File: config.mk
export PLATFORM = sky130hd
export DESIGN_NAME = sd_mem_fifo_ctl
export DESIGN_NICKNAME = d
export VERILOG_FILES = /design/src/rtl/sd_mem_fifo_ctl.sv
export SDC_FILE = /design/constraint.sdc
export NUM_CORES = 1
export LEC_CHECK = 0
export BUFFER_PORTS_ARGS = -buffer_cell sky130_fd_sc_hd__buf_4
export CAP_MARGIN = 20
export CORE_AREA = 5 5 51 53
export DETAILED_ROUTE_END_ITERATION = 12
export DIE_AREA = 0 0 56 58
export PLACE_DENSITY = 0.82
export SLEW_MARGIN = 20
export SYNTH_ARGS = -nofsm -noshare
export SYNTH_HDL_FRONTEND = slang
export SYNTH_SLANG_ARGS = --single-unit
File: constraint.sdc
create_clock -name clk -period 8.1 [get_ports clk]
set_input_delay 1.215 -clock clk [delete_from_list [all_inputs] [get_ports clk]]
set_output_delay 1.215 -clock clk [all_outputs]
set_load 0.005 [all_outputs]
File: src/rtl/sd_mem_fifo_ctl.sv
//------------------------------------------------------------------------------
// sd_mem_fifo_ctl
//
// Single-clock srdy/drdy FIFO controller that sits directly in front of a
// two-port behavioural RAM (behave2p_mem). It generates the RAM write strobe
// and address, and the RAM read enable and address. The RAM's own registered
// read address acts as the output stage, so read data goes straight from the
// RAM to p_data. No extra data register is needed. The FIFO sustains one word
// per cycle.
//
// Parameters
//   depth   RAM entries (power of two, >= 4)
//   width   data width in bits
//   asz     RAM address width, $clog2(depth)
//
// Ports
//   clk          rising-edge clock
//   reset        asynchronous, active-high reset
//   c_srdy       write side: data valid
//   c_drdy       write side: ready, (usage < depth) & !reset
//   c_data       write data
//   p_srdy       read side: data valid
//   p_drdy       read side: downstream ready
//   p_data       read data, taken directly from mem_d_out
//   usage        words held, including the one presented on p_data
//   mem_wr_en    RAM write enable
//   mem_wr_addr  RAM write address
//   mem_d_in     RAM write data
//   mem_rd_en    RAM read enable (RAM latches mem_rd_addr on this edge)
//   mem_rd_addr  RAM read address
//   mem_d_out    RAM read data, array[latched read address]
//------------------------------------------------------------------------------
module sd_mem_fifo_ctl #(
    parameter int depth = 16,
    parameter int width = 8,
    parameter int asz   = $clog2(depth)
) (
    input  logic             clk,
    input  logic             reset,
    input  logic             c_srdy,
    output logic             c_drdy,
    input  logic [width-1:0] c_data,
    output logic             p_srdy,
    input  logic             p_drdy,
    output logic [width-1:0] p_data,
    output logic [asz:0]     usage,
    output logic             mem_wr_en,
    output logic [asz-1:0]   mem_wr_addr,
    output logic [width-1:0] mem_d_in,
    output logic             mem_rd_en,
    output logic [asz-1:0]   mem_rd_addr,
    input  logic [width-1:0] mem_d_out
);

    localparam logic [asz:0] DEPTH_U = (asz+1)'(depth);

    // The pointers carry one extra wrap bit, so the difference
    // wr - rd gives the fill level directly. Full and empty are
    // therefore distinct values.
    logic [asz:0] wr_ptr_reg;
    logic [asz:0] rd_ptr_reg;
    logic         p_srdy_reg;

    logic [asz:0] wr_ptr_next;
    logic [asz:0] rd_ptr_next;
    logic         p_srdy_next;

    logic [asz:0] stored;     // written but not yet fetched into the RAM read register
    logic         push;
    logic         fetch;

    assign stored = wr_ptr_reg - rd_ptr_reg;

    // The presented word still occupies its RAM slot until it is popped.
    // It therefore counts toward usage. This stops the writer from
    // overwriting the address that is held in the RAM read register.
    assign usage  = stored + {{asz{1'b0}}, p_srdy_reg};

    // Readiness is based only on occupancy. A pop in the same cycle does not
    // free a slot for a write at full.
    assign c_drdy = (usage < DEPTH_U) & ~reset;
    assign push   = c_srdy & c_drdy;

    // Fetch the next word when the output stage is empty, or when the
    // output stage is being emptied this cycle.
    assign fetch  = (stored != '0) & (~p_srdy_reg | p_drdy);

    assign mem_wr_en   = push;
    assign mem_wr_addr = wr_ptr_reg[asz-1:0];
    assign mem_d_in    = c_data;
    assign mem_rd_en   = fetch & ~reset;
    assign mem_rd_addr = rd_ptr_reg[asz-1:0];

    assign p_srdy = p_srdy_reg;
    assign p_data = mem_d_out;

    always_comb begin
        wr_ptr_next = wr_ptr_reg;
        rd_ptr_next = rd_ptr_reg;
        p_srdy_next = p_srdy_reg;

        if (push) begin
            wr_ptr_next = wr_ptr_reg + 1'b1;
        end

        if (fetch) begin
            rd_ptr_next = rd_ptr_reg + 1'b1;
            p_srdy_next = 1'b1;
        end else if (p_srdy_reg & p_drdy) begin
            p_srdy_next = 1'b0;
        end
    end

    always_ff @(posedge clk or posedge reset) begin
        if (reset) begin
            wr_ptr_reg <= '0;
            rd_ptr_reg <= '0;
            p_srdy_reg <= 1'b0;
        end else begin
            wr_ptr_reg <= wr_ptr_next;
            rd_ptr_reg <= rd_ptr_next;
            p_srdy_reg <= p_srdy_next;
        end
    end

endmodule
==> impl_metrics.toml, run 1 <==
[worst_setup_path]
reg2reg_depth = 10
cp-endpoint = "mem_wr_en"
critPathMaxStageDelay_ns = 0.43
start_kind = "flip-flop"
path_class = "reg -> out"
worst-path-max-fanout = 6
cp_data_arrival_time_ns = 2.73
r2r-end = "wr_ptr_reg[1]$_DFFE_PP0P_"
cp_common_cell = "inv_1"
slowest_stage = "dfrtp_1"
reg2reg_from = "wr_ptr_reg[0]$_DFFE_PP0P_"
rrSetupSlack_ns = 5.38
crit_required_ns = 6.88
startpoint = "wr_ptr_reg[0]$_DFFE_PP0P_"
endpoint_kind = "output port"
crit_chain = "inv_1, ha_1, inv_1, fa_1, xor2_1, nand2_1, nor3_2, xor2_2, or3_4, inv_1, buf_4"

[placed_design]
dpl.hpwl_um = 1270
numPlacedInstances = 121
place.gp.congestion = 0.749
io_buffers = 20

[floorplan]
pin_count = 53
chipWidth_um = 56
rows = 17
initial_utilization_pct = 44.2
core_um2 = 2110
die_area_um2 = 3250
die_h_um = 58

[synth]
syn_nets = 126
synth_edf_count = 0
synth_common_cells = "buf_4, dfrtp_1, inv_1"
synth_top_area_share_pct = 29.6
syn_area_um2 = 931
synth.most_common_cell = "buf_4"
syn_area_per_cell_um2 = 9.60
synth.area.top_cells = "dfrtp_1, buf_4, ha_1, xnor2_1, xor2_1"
yosys_warnings = 0
synth.largest_area_cell = "dfrtp_1"
syn_inst = 97
async_flop_share_pct = 100
ys_seq_area_share_pct = 29.6
synthDistinctLibCells = 27
synthFlopType = "dfrtp_1"
ys_ff_latch = 11

[global_routing]
first_global_vias = 603
grt.total_usage_pct = 10.3
grt_pass1_wl_um = 2690
grt-ovfl-total = 0
grt_max_degree = 14
antenna_found_initial = 0

[cells_and_area]
multi_input_area_um2 = 442
fillCellCount = 201
nets = 127
antennaDiodeCount = 0
final_cells = 125
seq_area_um2 = 275
drive_above_1_share_pct = 28.9
syn2layout_area_growth_pct = 3.36

[clock_network]
clk_latency_ns = 0.26
cts_max_level = 1
hold_buffers = 0
clk_pin_slew_ns = 0.07
cts_tree = "done"
post-cts-setup-buffers = 0
cts_buffer_depth = 2
cts_buffers = 3
cts.sinks = 11
cts_root_buffer = "clkbuf_4"
cts.repair.resized = 0

[timing]
tightest_slew_ns = 0.453
slew_viol_final = 0
fin_setup_tns_ns = 0
rsz0062_at_grt = "no"
hold_viol = 0
min_period_over_period_pct = 48.7
period_needed_ns = 3.94
relSlewSlack_pct = 69.8
setup_violations = 0
finClkSkew_ns = 0.00348
max_freq_ghz = 0.254

[route]
first_iter_violations = 2
wl_um = 1570
drc = 0
wl_per_cell_um = 12.6
avgViaCountPerCell = 4.76
vias = 595
drt_pass1_iterations = 4
ant_nets = 0

[job]
maxCapViolations = 0

[power]
leakage_uw = 0.000481
powerDensity_nw_per_um2 = 628
ir_drop_v = 0.000305

[status]
outcome = "finished clean"

[min_path]
hold_path.class = "reg -> reg"
min_path_cells = 1
-- worst min path at each step --
| stage | start | end |
|---|---|---|
| after floorplan | wr_ptr_reg[4]$_DFFE_PP0P_ | wr_ptr_reg[4]$_DFFE_PP0P_ |
| after global placement | wr_ptr_reg[4]$_DFFE_PP0P_ | wr_ptr_reg[4]$_DFFE_PP0P_ |
| after detailed placement | rd_ptr_reg[4]$_DFFE_PP0P_ | rd_ptr_reg[4]$_DFFE_PP0P_ |
| after CTS | rd_ptr_reg[4]$_DFFE_PP0P_ | rd_ptr_reg[4]$_DFFE_PP0P_ |
| after global routing | wr_ptr_reg[4]$_DFFE_PP0P_ | wr_ptr_reg[4]$_DFFE_PP0P_ |
| final | rd_ptr_reg[4]$_DFFE_PP0P_ | rd_ptr_reg[4]$_DFFE_PP0P_ |
-- final cells by class --
cell class                 count  area share, %
multi-input combinational     53           45.9
clock buffer                   4           2.73
tap                           28           3.64
sequential                    11           28.6
timing repair buffer          20           15.6
inverter                       9           3.51
-- cells by family after synthesis --
| group | count (synthesis) | synth area share (%) |
|---|---|---|
| AO/OA/AOI/OAI | 6 | 4.84 |
| XOR/XNOR | 14 | 14.0 |
| adder cells (fa/ha/maj) | 9 | 12.9 |
| buffers and inverters | 33 | 23.0 |
| flip-flops | 11 | 29.6 |
| multiplexers | 1 | 1.61 |
| AND/OR/NAND/NOR | 23 | 14.1 |
-- worst max-delay path: cells and delay by family (launching register included) --
family	cells	cell delay, ns
xor gates and xnor gates	2	0.53
adders and majority gates	2	0.54
buffers and inverters	4	0.29
DFF	1	0.43
and+or+nand+nor	3	0.68
-- layout by cell type, fill, tap and decap left out, drive strengths merged, types with 2 or more instances in the layout --
cell type  count
nor2           3
clkbuf         4
nand3          3
xor2           7
dfrtp         11
inv            9
xnor2          7
buf           20
a21oi          2
nand2          5
nor3           2
nand2b         2
nor4           2
ha             8
nand4          2
-- per-layer routing --
layer,up-vias,wire length [um],global-route usage (%)
met1,279,639,11.1
met3,2,122,1.78
met4,0,27,6.44
li1,294,-,-
met5,-,0,0
met2,20,783,18.7
-- stage by stage --
| stage | hold WS, ns | util [%] | cell area [um^2] | power, uW | setup slack, ns |
|---|---|---|---|---|---|
| after global placement | 0.479 | 44.4 | 936 | 559 | 4.48 |
| final | 0.497 | 45.7 | 962 | 604 | 4.16 |
| after CTS | 0.498 | 45.7 | 962 | 615 | 4.14 |
| after floorplan | 0.462 | - | 931 | 414 | 4.68 |
| after detailed placement | 0.484 | 44.4 | 936 | 573 | 4.43 |
| after global routing | 0.522 | 45.7 | 962 | 661 | 3.94 |
-- power breakdown --
group          total (uW)  internal [uW]  switching [uW]
clock network        36.3           19.0            17.3
logic                 451            237             214
registers             117           81.4            35.3
Note: power is estimated with default switching activity, not from simulation.
==> inputs of run 2 (changes only) <==
Settings changed: ABC_AREA set to 1, CORE_AREA 5 5 51 53 to 5 5 58 60, DIE_AREA 0 0 56 58 to 0 0 63 65, PLACE_DENSITY 0.82 to 0.73.
Clock period 8.1 ns to 3.3 ns, I/O delays scaled along.
==> run 2 against run 1 <==
  * Register-to-register slack worse by 4.3 ns
  * Hold slack got worse by 0.30 ns
  * Clock power grew to 2.6 times the previous value
  * Via count grew 42%
==> impl_metrics.toml, run 2 <==
[synth]
synth_edf_count = 0
syn_area_um2 = 1090
synth_common_cells = "nand2_1, buf_4, inv_1, nand3_1, dfrtp_1"
syn_nets = 173
async_flop_share_pct = 100
syn_area_per_cell_um2 = 7.54
ys_ff_latch = 11
ys_seq_area_share_pct = 25.3
synth.area.top_cells = "dfrtp_1, buf_4, nand2_1, ha_1, nand3_1"
synth.most_common_cell = "nand2_1"
synth_top_area_share_pct = 25.3
synthDistinctLibCells = 21
yosys_warnings = 0
synthFlopType = "dfrtp_1"
syn_inst = 144
synth.largest_area_cell = "dfrtp_1"

[timing]
max_freq_ghz = 0.342
tightest_slew_ns = 0.358
period_needed_ns = 2.93
slew_viol_final = 0
relSlewSlack_pct = 76.1
min_period_over_period_pct = 88.7
setup_violations = 0
fin_setup_tns_ns = 0
finClkSkew_ns = 0.00185
hold_viol = 0
rsz0062_at_grt = "no"

[global_routing]
gr-usage-met2_pct = 17.2
met1_usage_pct = 13.7
top_usage_layer = "met2"
grt-ovfl-total = 0
grt_max_degree = 19
grt_use_met3_pct = 5.89
first_global_vias = 841
grt.total_usage_pct = 11.1
grt_pass1_wl_um = 3690
antenna_found_initial = 0

[placed_design]
dpl.hpwl_um = 1620
place.gp.congestion = 0.786
io_buffers = 20

[power]
powerDensity_nw_per_um2 = 1300
total_power_uw = 1460
leakage_uw = 0.000624
ir_drop_v = 0.000836

[clock_network]
clk_pin_slew_ns = 0.07
post-cts-setup-buffers = 0
cts.repair.resized = 0
cts_root_buffer = "clkbuf_4"
cts_buffers = 3
cts_buffer_depth = 2
clk_latency_ns = 0.27
cts_tree = "done"
cts_max_level = 1
hold_buffers = 0
cts.sinks = 11

[worst_setup_path]
r2r-end = "wr_ptr_reg[3]$_DFFE_PP0P_"
critPathMaxStageDelay_ns = 0.52
path_class = "reg -> out"
reg2reg_from = "wr_ptr_reg[0]$_DFFE_PP0P_"
rrSetupSlack_ns = 1.05
critPathTopFamily = "adder cells"
crit_buf_inv = 5
cp_common_cell = "inv_1"
cp_data_arrival_time_ns = 2.43
crit_chain = "inv_1, ha_1, inv_1, fa_1, ha_1, inv_1, nor2_4, nand3_2, nand2_1, nand4_2, inv_2, buf_4"
endpoint_kind = "output port"
start_kind = "flip-flop"
reg2reg_depth = 12
slowest_stage = "fa_1"
crit_required_ns = 2.80
worst-path-max-fanout = 6

[floorplan]
initial_utilization_pct = 37.7
die_area_um2 = 4100
chipWidth_um = 63
core_um2 = 2880
rows = 20
pin_count = 53
die_h_um = 65

[cells_and_area]
fillCellCount = 318
drive_above_1_share_pct = 24.3
finish.utilization_pct = 39.0
final_cell_mix = "nand2_1, buf_4, inv_1, nand3_1, dfrtp_1"
final_common_cell = "nand2_1"
antennaDiodeCount = 0
syn2layout_area_growth_pct = 3.46
nets = 174

[min_path]
hold_path.class = "in -> async"

[job]
maxCapViolations = 0

[route]
drt_pass1_iterations = 4
first_iter_violations = 58
ant_nets = 0
wl_per_cell_um = 11.4
drc = 0
wl_um = 2020
avgViaCountPerCell = 4.78
vias = 846

[status]
outcome = "finished clean"
==> run 2: cell count changes in the layout (fill, tap and decap cells not counted), moves of 2 or more <==
| cell | before | now |
|---|---|---|
| nand2_2 | 0 | 4 |
| inv_1 | 9 | 15 |
| nand2b_1 | 2 | 0 |
| nand2_1 | 5 | 37 |
| nand3_1 | 3 | 15 |
| nor4_1 | 2 | 0 |
| xnor2_1 | 7 | 2 |
| nand4_1 | 2 | 6 |
| inv_2 | 0 | 3 |
| a21oi_1 | 1 | 3 |
==> run 2: cell type report <==
class | instances | area (um^2) | area share, %
well taps | 33 | 41.3 | 3.67
repair buffers | 20 | 150 | 13.4
inverters | 18 | 67.6 | 6.01
clock buffers | 4 | 26.3 | 2.34
flip-flops and latches | 11 | 275 | 24.5
multi-input cells | 91 | 563 | 50.1
==> run 2: worst register-to-register path, delay by kind of cell (launching register included) <==
kind | cells | cell delay [ns]
adder cells (fa/ha/maj) | 3 | 0.85
buffers and inverters | 3 | 0.22
flip-flops | 1 | 0.42
AND/OR/NAND/NOR | 6 | 0.66
==> run 2: worst max-delay path by stage <==
stage                                   start         to  slack, ns  depth (start not counted)
floorplan           wr_ptr_reg[0]$_DFFE_PP0P_  mem_wr_en       0.91                         11
global placement    wr_ptr_reg[0]$_DFFE_PP0P_  mem_wr_en       0.69                         12
detailed placement  wr_ptr_reg[0]$_DFFE_PP0P_  mem_wr_en       0.65                         12
CTS                 wr_ptr_reg[0]$_DFFE_PP0P_  mem_wr_en       0.34                         12
global route        wr_ptr_reg[0]$_DFFE_PP0P_  mem_wr_en       0.15                         12
finish              wr_ptr_reg[0]$_DFFE_PP0P_  mem_wr_en       0.37                         12
==> run 2: per-layer routing <==
| metal | share of wire (%) | wire, um | vias to the layer above |
|---|---|---|---|
| met5 | 0 | 0 | - |
| met4 | 0.40 | 8 | 0 |
| met3 | 8.4 | 169 | 2 |
| met2 | 43 | 875 | 24 |
| met1 | 48 | 970 | 382 |
| li1 | - | - | 438 |
==> run 2: where the power goes <==
part | switching [uW] | internal, uW | total (uW)
Clock | 48.7 | 46.8 | 95.5
Combinational | 609 | 494 | 1100
Sequential | 74.1 | 187 | 261
==> run 2: cell families after synthesis <==
logic type,count (synthesis),synth area share (%)
compound gates,4,1.84
buf+inv,42,22.8
simple gates,71,33.3
flops,11,25.3
xor+xnor,7,5.65
fa+ha+maj,9,11.1
==> run 2: stage by stage <==
step                      setup WS (ns)  cells  instance area, um^2  hold WS (ns)
final                             0.372    177                 1120         0.198
after global routing              0.151    177                 1120         0.209
after floorplan                   0.907    144                 1090         0.322
after detailed placement          0.647    173                 1100         0.485
after global placement            0.689    173                 1100         0.482
after CTS                         0.344    177                 1120         0.197
==> inputs of run 3 (changes only) <==
Settings changed: RECOVER_POWER set to 100.
==> run 3 against run 2 <==
  * Combinational power is 6% lower
  * Worst setup slack worse by 0.026 ns
  * Flip-flop and latch count stayed put
  * Hold slack better by 0.12 ns
  * First-iteration DRC count is 16% lower
==> impl_metrics.toml, run 3 (synthesized netlist as in run 2, its figures left out) <==
[power]
powerDensity_nw_per_um2 = 1260
ir_drop_v = 0.000827
total_power_uw = 1390
leakage_uw = 0.000608

[floorplan]
core_um2 = 2880
rows = 20
pin_count = 53
die_h_um = 65
initial_utilization_pct = 37.7
die_area_um2 = 4100
chipWidth_um = 63

[timing]
hold_viol = 0
relSlewSlack_pct = 56.9
slew_viol_final = 0
setup_violations = 0
finClkSkew_ns = 0.000557
rsz0062_at_grt = "no"
min_period_over_period_pct = 89.5
fin_setup_tns_ns = 0
period_needed_ns = 2.95
tightest_slew_ns = 0.647
max_freq_ghz = 0.339

[worst_setup_path]
cp_data_arrival_time_ns = 2.46
crit_required_ns = 2.80
path_class = "reg -> out"
critPathMaxStageDelay_ns = 0.53
endpoint_kind = "output port"
crit_chain = "inv_1, ha_1, inv_1, fa_1, ha_1, inv_1, nor2_4, nand3_1, nand2_1, nand2_2, nand2_1, inv_1, clkbuf_4"
start_kind = "flip-flop"
worst-path-max-fanout = 7
slowest_stage = "fa_1"
cp_common_cell = "inv_1"

[clock_network]
cts_max_level = 1
cts_buffers = 3
cts_tree = "done"
post-cts-setup-buffers = 0
cts.repair.resized = 0
clk_pin_slew_ns = 0.08
hold_buffers = 0
cts.sinks = 11
cts_root_buffer = "clkbuf_4"
clk_latency_ns = 0.27
cts_buffer_depth = 2

[cells_and_area]
antennaDiodeCount = 0
drive_above_1_share_pct = 20.8
nets = 174
syn2layout_area_growth_pct = 1.27
final_cell_mix = "nand2_1, clkbuf_4, inv_1, nand3_1, dfrtp_1"
finish.utilization_pct = 38.2
final_common_cell = "nand2_1"

[status]
outcome = "finished clean"

[route]
wl_per_cell_um = 11.5
drc = 0
ant_nets = 0
first_iter_violations = 49
vias = 853
avgViaCountPerCell = 4.82
drt_pass1_iterations = 4
wl_um = 2040

[placed_design]
dpl.hpwl_um = 1620
place.gp.congestion = 0.786
io_buffers = 20

[job]
maxCapViolations = 0

[global_routing]
grt-ovfl-total = 0
antenna_found_initial = 0
grt_max_degree = 19
grt.total_usage_pct = 11.1
first_global_vias = 841
grt_pass1_wl_um = 3690

[min_path]
hold_path.class = "in -> async"
run 3: metal layers:
metal  vias up  share of wire, %  global-route usage [%]
met5         -                 0                       0
met4         0              0.39                    1.86
met3         2               8.5                    5.89
met2        24                43                    17.2
met1       390                48                    13.7
li1        437                 -                       -
run 3: path summary, 6_finish.rpt:
| check | from | end | slack [ns] | cells after the start |
|---|---|---|---|---|
| worst min register to register | rd_ptr_reg[4]$_DFFE_PP0P_ | rd_ptr_reg[4]$_DFFE_PP0P_ | 0.50 | 2 |
| worst max register to register | wr_ptr_reg[0]$_DFFE_PP0P_ | wr_ptr_reg[3]$_DFFE_PP0P_ | 1.04 | 12 |
| worst min-delay path | reset | rd_ptr_reg[2]$_DFFE_PP0P_ | 0.32 | 2 |
| worst max-delay path | wr_ptr_reg[0]$_DFFE_PP0P_ | c_drdy | 0.35 | 13 |
| min in group clk | rd_ptr_reg[4]$_DFFE_PP0P_ | rd_ptr_reg[4]$_DFFE_PP0P_ | 0.50 | 2 |
| max in group asynchronous | reset | wr_ptr_reg[1]$_DFFE_PP0P_ | 2.57 | 2 |
run 3: critical path: cells and delay by family (launching register included):
kind	cells	cell delay, ns
flops	1	0.42
fa+ha+maj	3	0.85
simple gates	5	0.53
buf+inv	5	0.39
run 3: through the flow:
step / hold WS, ns / setup WS, ns / instances / cell area, um^2
2_1_floorplan: 0.322 / 0.907 / 144 / 1090
3_3_place_gp: 0.482 / 0.689 / 173 / 1100
3_5_place_dp: 0.485 / 0.647 / 173 / 1100
4_1_cts: 0.197 / 0.344 / 177 / 1120
5_1_grt: 0.360 / 0.113 / 177 / 1100
6_report: 0.316 / 0.346 / 177 / 1100
run 3: final cells by class:
class	count	area, um^2
Timing Repair Buffer	20	146
Fill cell	323	1780
Tap cell	33	41.3
Multi-Input combinational cell	91	543
Inverter	18	67.6
Clock buffer	4	26.3
Sequential cell	11	275
run 3: report_power, final:
group          internal, uW  switching [uW]  total, uW
Sequential              187            73.0        260
Clock                  46.9            50.6       97.5
Combinational           461             569       1030
Total                   695             693       1390
